**config.mk**
```make
export PLATFORM = sky130hd
export DESIGN_NAME = sipo_deser
export DESIGN_NICKNAME = d
export VERILOG_FILES = /design/src/rtl/sipo_pkg.sv /design/src/rtl/sipo_shift_core.sv /design/src/rtl/sipo_deser.sv
export SDC_FILE = /design/constraint.sdc
export NUM_CORES = 1
export LEC_CHECK = 0
export ABC_AREA = 1
export CORE_MARGIN = 1.5
export CORE_UTILIZATION = 25
export DETAILED_ROUTE_END_ITERATION = 12
export GPL_TIMING_DRIVEN = 0
export SKIP_LAST_GASP = 1
export SYNTH_ARGS = -nofsm -noshare
export SYNTH_HDL_FRONTEND = slang
export SYNTH_SLANG_ARGS = --single-unit
```
**constraint.sdc**
```tcl
create_clock -name clk -period 1.26 [get_ports clk]
set_input_delay 0.252 -clock clk [delete_from_list [all_inputs] [get_ports clk]]
set_output_delay 0.252 -clock clk [all_outputs]
set_load 0.1 [all_outputs]
```
**src/rtl/sipo_pkg.sv**
```systemverilog
// Shared types and helpers for the sipo_deser serial-to-parallel deserializer.
// Optional parity framing is enabled by defining SIPO_PARITY_EN.
package sipo_pkg;

  typedef enum logic [1:0] {
    IDLE   = 2'd0,
    SHIFT  = 2'd1,
    PARITY = 2'd2
  } state_e;

  // Widest word the parity helper covers.
  localparam int unsigned PAR_MAX_W = 64;

  // Counter width able to hold 0..width.
  function automatic int unsigned cnt_width(input int unsigned width);
    return $unsigned($clog2(width + 1));
  endfunction

  // Even parity bit of data (zero-extended words are unaffected).
  function automatic logic even_parity(input logic [PAR_MAX_W-1:0] data);
    return ^data;
  endfunction

endpackage

```
**src/rtl/sipo_shift_core.sv**
```systemverilog
// Shift register and frame bit counter for sipo_deser; pulses frame_done_c on the final frame bit.
// With SIPO_PARITY_EN defined a frame carries one extra (parity) bit that is counted but not shifted.
module sipo_shift_core
  import sipo_pkg::*;
#(
  parameter int unsigned WIDTH     = 8,
  parameter bit          MSB_FIRST = 1'b1
) (
  input  logic                        clk,
  input  logic                        clear,
  input  logic                        si,
  input  logic                        si_valid,
  input  logic                        shift_en,
  output logic [WIDTH-1:0]            word_c,
  output logic [cnt_width(WIDTH)-1:0] bit_cnt,
  output logic                        busy,
  output logic                        frame_done_c
);

  localparam int unsigned CNTW = cnt_width(WIDTH);
`ifdef SIPO_PARITY_EN
  localparam int unsigned FRAME_BITS = WIDTH + 1;
`else
  localparam int unsigned FRAME_BITS = WIDTH;
`endif
  localparam logic [CNTW-1:0] LAST_CNT = CNTW'(FRAME_BITS - 1);

  logic [WIDTH-1:0] sr;
  logic [WIDTH-1:0] sr_shift_c;

  assign sr_shift_c   = MSB_FIRST ? {sr[WIDTH-2:0], si} : {si, sr[WIDTH-1:1]};
  assign frame_done_c = si_valid && (bit_cnt == LAST_CNT);

  // Completed word: data is already in sr at the parity edge, otherwise include the final bit.
`ifdef SIPO_PARITY_EN
  assign word_c = sr;
`else
  assign word_c = sr_shift_c;
`endif

  always_ff @(posedge clk) begin
    if (clear) begin
      sr      <= '0;
      bit_cnt <= '0;
      busy    <= 1'b0;
    end else begin
      if (shift_en) begin
        sr <= sr_shift_c;
      end
      if (frame_done_c) begin
        bit_cnt <= '0;
        busy    <= 1'b0;
      end else if (si_valid) begin
        bit_cnt <= bit_cnt + CNTW'(1);
        busy    <= 1'b1;
      end
    end
  end

endmodule

```
**src/rtl/sipo_deser.sv**
```systemverilog
// Parametrised serial-in/parallel-out deserializer with valid/ready word output and sticky overflow.
// Define SIPO_PARITY_EN for WIDTH+1 bit frames with an even parity bit and a perr output.
module sipo_deser
  import sipo_pkg::*;
#(
  parameter int unsigned WIDTH     = 8,
  parameter bit          MSB_FIRST = 1'b1
) (
  input  logic                        clk,
  input  logic                        clear,
  input  logic                        si,
  input  logic                        si_valid,
  output logic [WIDTH-1:0]            po,
  output logic                        po_valid,
  input  logic                        po_ready,
  output logic [cnt_width(WIDTH)-1:0] bit_cnt,
  output logic                        busy,
  output logic                        overflow
`ifdef SIPO_PARITY_EN
  ,
  output logic                        perr
`endif
);

  localparam int unsigned CNTW = cnt_width(WIDTH);
  localparam logic [CNTW-1:0] LAST_DATA_CNT = CNTW'(WIDTH - 1);

  state_e           state_q;
  state_e           state_d;
  logic             shift_en_c;
  logic             frame_done_c;
  logic [WIDTH-1:0] word_c;

  sipo_shift_core #(
    .WIDTH     (WIDTH),
    .MSB_FIRST (MSB_FIRST)
  ) u_core (
    .clk          (clk),
    .clear        (clear),
    .si           (si),
    .si_valid     (si_valid),
    .shift_en     (shift_en_c),
    .word_c       (word_c),
    .bit_cnt      (bit_cnt),
    .busy         (busy),
    .frame_done_c (frame_done_c)
  );

  always_ff @(posedge clk) begin
    if (clear) begin
      state_q <= IDLE;
    end else begin
      state_q <= state_d;
    end
  end

  // Frame sequencing; the parity bit is counted but kept out of the shift register.
  always_comb begin
    state_d    = state_q;
    shift_en_c = si_valid;
    case (state_q)
      IDLE: begin
        if (si_valid) begin
          state_d = SHIFT;
        end
      end
      SHIFT: begin
        if (si_valid && (bit_cnt == LAST_DATA_CNT)) begin
`ifdef SIPO_PARITY_EN
          state_d = PARITY;
`else
          state_d = IDLE;
`endif
        end
      end
      PARITY: begin
        shift_en_c = 1'b0;
        if (si_valid) begin
          state_d = IDLE;
        end
      end
      default: begin
        state_d = IDLE;
      end
    endcase
  end

`ifdef SIPO_PARITY_EN
  logic perr_c;
  assign perr_c = even_parity(PAR_MAX_W'(word_c)) ^ si;
`endif

  // Output word register: a completion into a stalled, full register is dropped and flagged.
  always_ff @(posedge clk) begin
    if (clear) begin
      po       <= '0;
      po_valid <= 1'b0;
      overflow <= 1'b0;
`ifdef SIPO_PARITY_EN
      perr     <= 1'b0;
`endif
    end else if (frame_done_c) begin
      if (po_valid && !po_ready) begin
        overflow <= 1'b1;
      end else begin
        po       <= word_c;
        po_valid <= 1'b1;
`ifdef SIPO_PARITY_EN
        perr     <= perr_c;
`endif
      end
    end else if (po_valid && po_ready) begin
      po_valid <= 1'b0;
    end
  end

endmodule
```
### Word level (Yosys, flattened, before mapping)

Index checks and enable logic that the tools add are counted.
W data, S select, Z words.

| storage, ports and cells | value |
|---|---|
| bits in registers | 24 |
| latch bits | 0 |
| memory bits (writable) | 0 |
| memory bits (read-only) | 0 |
| input bits | 5 |
| output and inout port bits | 15 |
| memories | 0 |

| cells by class | value |
|---|---|
| add/subtract/negate cells | 1 |
| multiply operators | 0 |
| div/mod/pow operators | 0 |
| order comparisons | 0 |
| equality and inequality tests | 7 |
| shift-type cells | 0 |
| muxes and demuxes | 8 |
| bitwise gates (word level) | 1 |
| reduce and logical (&&, ||, !) cells | 11 |

Operators with widths:

| cell | number |
|---|---|
| $ne A2 B2 Y1 const B | 4 |
| $mux W2 | 3 |
| $pmux W2 S3 | 1 |
| $reduce_and A2 Y1 | 3 |
| $add A4 B1 Y4 const B | 1 |
| $eq A4 B3 Y1 const B | 1 |
| $mux W1 | 4 |
| $logic_and A1 B1 Y1 | 3 |
| $reduce_and A3 Y1 | 1 |
| $eq A2 B1 Y1 const B | 1 |
| $eq A2 B2 Y1 const B | 1 |
| $logic_not A2 Y1 | 1 |
| $reduce_bool A2 Y1 | 1 |
| $reduce_or A2 Y1 | 1 |
| $logic_not A1 Y1 | 1 |
| $not A1 Y1 | 1 |

### Depth between registers and ports, before layout

| depth | value |
|---|---|
| depth after elaboration | 4 |
| depth in mapped cells | 7 |
| depth with buffers taken out | 7 |

### Cells and area by module

A second synthesis with hierarchy kept.

| second synthesis, totals | value |
|---|---|
| cells, all modules | 121 |
| area, all modules | 944.7 sq um |

By module, submodules not included:

| module | instances | cells an instance | area an instance (sq um) | seq. area each (sq um) |
|---|---|---|---|---|
| sipo_shift_core | 1 | 60 | 494.2 | 240.2 |
| sipo_deser | 1 | 61 | 450.4 | 200.2 |

### Worst setup path after synthesis

OpenSTA, ideal clock, no wires.

| timing path | value |
|---|---|
| path type | register to register |
| start | register u_core.bit_cnt[1] |
| end | register po[0] |
| setup time | 110 ps |
| data arrival time | 1709 ps |
| slack | -559 ps |
| stages on the path, launching flop included | 7 |
| buffers on the path | 0 |
| path through | dfxtp_1 -> ha_1 -> nand2_2 -> nor2_4 -> nand3_1 -> nand2_1 -> nor2_1 |

| between the ends | value |
|---|---|
| longest elaborated chain between the ends | 3 |

RTL lines:

| item | line | text |
|---|---|---|
| start: declaration | sipo_shift_core.sv:15 | `output logic [cnt_width(WIDTH)-1:0] bit_cnt,` |
| start signal: assignment | sipo_shift_core.sv:54 | `bit_cnt <= bit_cnt + CNTW'(1);` |
| $eq A4 B3 Y1 | sipo_shift_core.sv:32 | `assign frame_done_c = si_valid && (bit_cnt == LAST_CNT);` |
| $logic_and A1 B1 Y1 | sipo_shift_core.sv:32 |  |
| $reduce_and A2 Y1 (no source line) | -- |  |
| end signal: assignment | sipo_deser.sv:106 | `po <= word_c;` |
| end: declaration | sipo_deser.sv:13 | `output logic [WIDTH-1:0] po,` |

No other way between the ends.
A chain may end at the register's enable or synchronous reset.

### Worst setup path in the final report

| timing path | value |
|---|---|
| start | register u_core.bit_cnt[3] |
| end | output port bit_cnt[3] |

RTL lines:

| item | line | text |
|---|---|---|
| end: declaration | sipo_deser.sv:16 | `output logic [cnt_width(WIDTH)-1:0] bit_cnt,` |

No word-level cell between the ends.

==> summary.md <==
| Metric | Value |
|---|---|
| I/O pins | 20 |
| Clock Sinks | 22 |
| CP Launch Type | flip-flop |
| Leading area contributor after synthesis | dfxtp_1 |
| Vias | 800 |
| First-pass GRT wire length | 3160 um |
| Largest family of logic cells by synthesized area | simple AND/OR/NAND/NOR gates |
| Share of layout cells above drive strength 1 | 0.279 |
| Top-area cell type share of the netlist area | 0.465 |
| WP buf/inv | 1 |
| Delay-heaviest family, CP | flip-flops |
| Post-Syn Nets | 137 |
| Rows | 22 |
| Grt ovf | 0 |
| 1st-pass router iterations | 4 |
| Max cap viols | 0 |
| Routed WL | 1740 um |
| Most frequent cells in the layout | 29 x inv_1, 25 x nand2_1, 14 x buf_4, 12 x nor2_1, 11 x a21oi_1 |
| Synthesized instance count | 131 |
| Clk pwr share | 0.331 |
| Hold Slack | 463 ps |
| Simple-gate share of the synthesized area | 0.258 |
| Outcome | complete, no violations |
| Final hold violations | 0 |
| WP data required | 1010 ps |
| Multiplexer share of the synthesized area | 0 |
| Critical path cell sequence | clkbuf_4 |
| FF+latch count, synth | 22 |
| Crit Path Max Fanout | 4 |
| Area added between synthesis and finish | 31.7% |
| Clk root buf | clkbuf_8 |
| Compound-Gate Fraction of Synth Area | 0.106 |
| Switch share | 0.257 |
| Kind of end point of the critical path | output pin |
| DR WL/cell | 8.60 um |
| Synth Cell Area | 947 sq um |
| Post-synthesis xor/xnor area fraction | 0 |
| Initial core utilization | 0.259 |
| Worst slew pin tran | 301 ps |
| Combinational share of power | 0.121 |
| Placer Congestion | 0.738 |
| CORE AREA | 3660 sq um |
| Worst path max stage delay | 390 ps |
| Initial antenna violation count | 0 |
| CTS tree | done |
| Clock transition at path regs | 80 ps |
| Register area share after synthesis | 0.465 |
| Tcrit/Tclk final | 0.989 |
| Total net switching power | 342 uW |
| Overall die height | 64.6 um |
| Via/cell ratio | 3.96 |
| Static Leak | 0.551 nW |
| Utilization after layout | 0.341 |
| Most common cell after layout, fill and taps aside | inv_1 |
| HP Class | flip-flop to flip-flop |
| Clk_lat worst skew | 260 ps |
| Slew margin rel. | 0.801 |
| Post-synthesis adder-cell area fraction | 0.0132 |
| RSZ-0062 raised after global routing | yes |
| Endpoints failing setup | 0 |
| Synth warn | 0 |
| CTS buffer count | 3 |
| Final #Nets | 161 |
| DRC | 0 |
| Worst reg2reg startpoint | u_core.bit_cnt[0]$_SDFFE_PP0P_ |
| Area of the die | 4170 sq um |
| WP data arrival | 990 ps |
| Cell Pwr Density | 1070 nW/um^2 |
| Fmax | 802 MHz |
| HPWL after detailed placement | 1240 um |
| Pre-CTS setup slack | -498 ps |
| Post-route antenna net violation count | 0 |
| Setup ws final | 13.3 ps |
| Drt first-iter violations | 17 |
| Min-delay src | overflow$_SDFFE_PP0P_ |
| H-tree depth | 1 |
| Post-synth cell types | 16 |
| Number of global-route vias before repair | 732 |
| Syn Area/Cell | 7.23 sq um |
| Top cells by area, synth | dfxtp_1 46%, inv_1 11%, nand2_1 9.9% |
| Fin crit period | 1250 ps |
| Largest net degree at the start of global routing | 13 |
| Reg power frac | 0.548 |
| Peak supply drop | 0.812 mV |
| Gr usage total | 0.0971 |
| Die W | 64.6 um |
| PortBufs | 19 |
| Worst path slowest cell | dfxtp_2 |
| Internal Pwr Total | 987 uW |
| Launch point of the worst path | u_core.bit_cnt[3]$_SDFFE_PP0P_ |
| CTS Buffer Depth | 2 |
| Clock Skew | 4.82 ps |
| N_diodes | 0 |
| Critical path class | flip-flop to output pin |
| Slew Limit Fails | 0 |
-- cells by family (layout without fill, tap and decap cells) --
kind of cell	count (synthesis)	after routing
compound gates	20	20
fa+ha+maj	1	1
buf+inv	36	59
flops	22	22
simple gates	52	52
-- power groups by stage --
stage               logic [mW]  registers (mW)  clock network (mW)
finish                   0.161           0.729               0.439
global route             0.175           0.732               0.498
CTS                      0.160           0.729               0.467
detailed placement       0.162           0.745                   0
global placement         0.162           0.745                   0
floorplan               0.0622           0.800                   0
-- registers in the layout, summed over array words and instances, names as in the netlist --
signal	flops
po	8
u_core.sr	7
u_core.busy	1
po_valid	1
overflow	1
u_core.bit_cnt	4
-- cells in the mapped netlist --
cell / number
inv_1: 29
nand2_1: 25
dfxtp_1: 22
nor2_1: 12
a21oi_1: 11
o21ai_0: 9
nand3_1: 8
buf_4: 4
inv_2: 3
nor2_4: 2
ha_1: 1
nand2_2: 1
nand3_4: 1
nand3b_1: 1
nand4_1: 1
nor3_1: 1
-- final timing paths --
check | end | slack, ps | cells past startpoint
worst min register to register | overflow$_SDFFE_PP0P_ | 460 | 2
worst min-delay path | overflow$_SDFFE_PP0P_ | 460 | 2
worst max-delay path | bit_cnt[3] | 10 | 1
worst max register to register | po[3]$_SDFFE_PP0P_ | 140 | 6
-- stage by stage --
step / instances / TNS (ps) / power, mW / area (sq um)
after floorplan: 131 / -9.54 / 0.862 / 985
after global placement: 198 / -8510 / 0.906 / 1230
after detailed placement: 198 / -8580 / 0.907 / 1230
after CTS: 202 / -90.4 / 1.36 / 1230
after global routing: 202 / -31.2 / 1.40 / 1250
final: 202 / 0 / 1.33 / 1250
-- repair_timing --
action / in CTS / in global routing
hold buffers: 0 / 0
gates resized for setup: 85 / 6
endpoints found under the setup margin: 15 / 6
endpoints found under the hold margin: 0 / 0
buffers inserted: 0 / 0
gates cloned: 0 / 0
pin swaps: 0 / 0
-- cell type report --
type | count | area [sq um]
multi-input cells | 73 | 374
plain buffers | 4 | 30.0
inverters | 32 | 120
fillers | 411 | 2410
repair buffers | 19 | 153
well taps | 48 | 60.1
flip-flops and latches | 22 | 465
clock buffers | 4 | 45.0
-- metal layers --
layer,track usage,vias to the layer above,share of wire
met5,0,-,0
met4,0.0319,0,0.0086
met3,0.0365,2,0.050
met2,0.152,15,0.43
met1,0.123,344,0.51
li1,-,439,-
(Power assumes the default switching activity.)
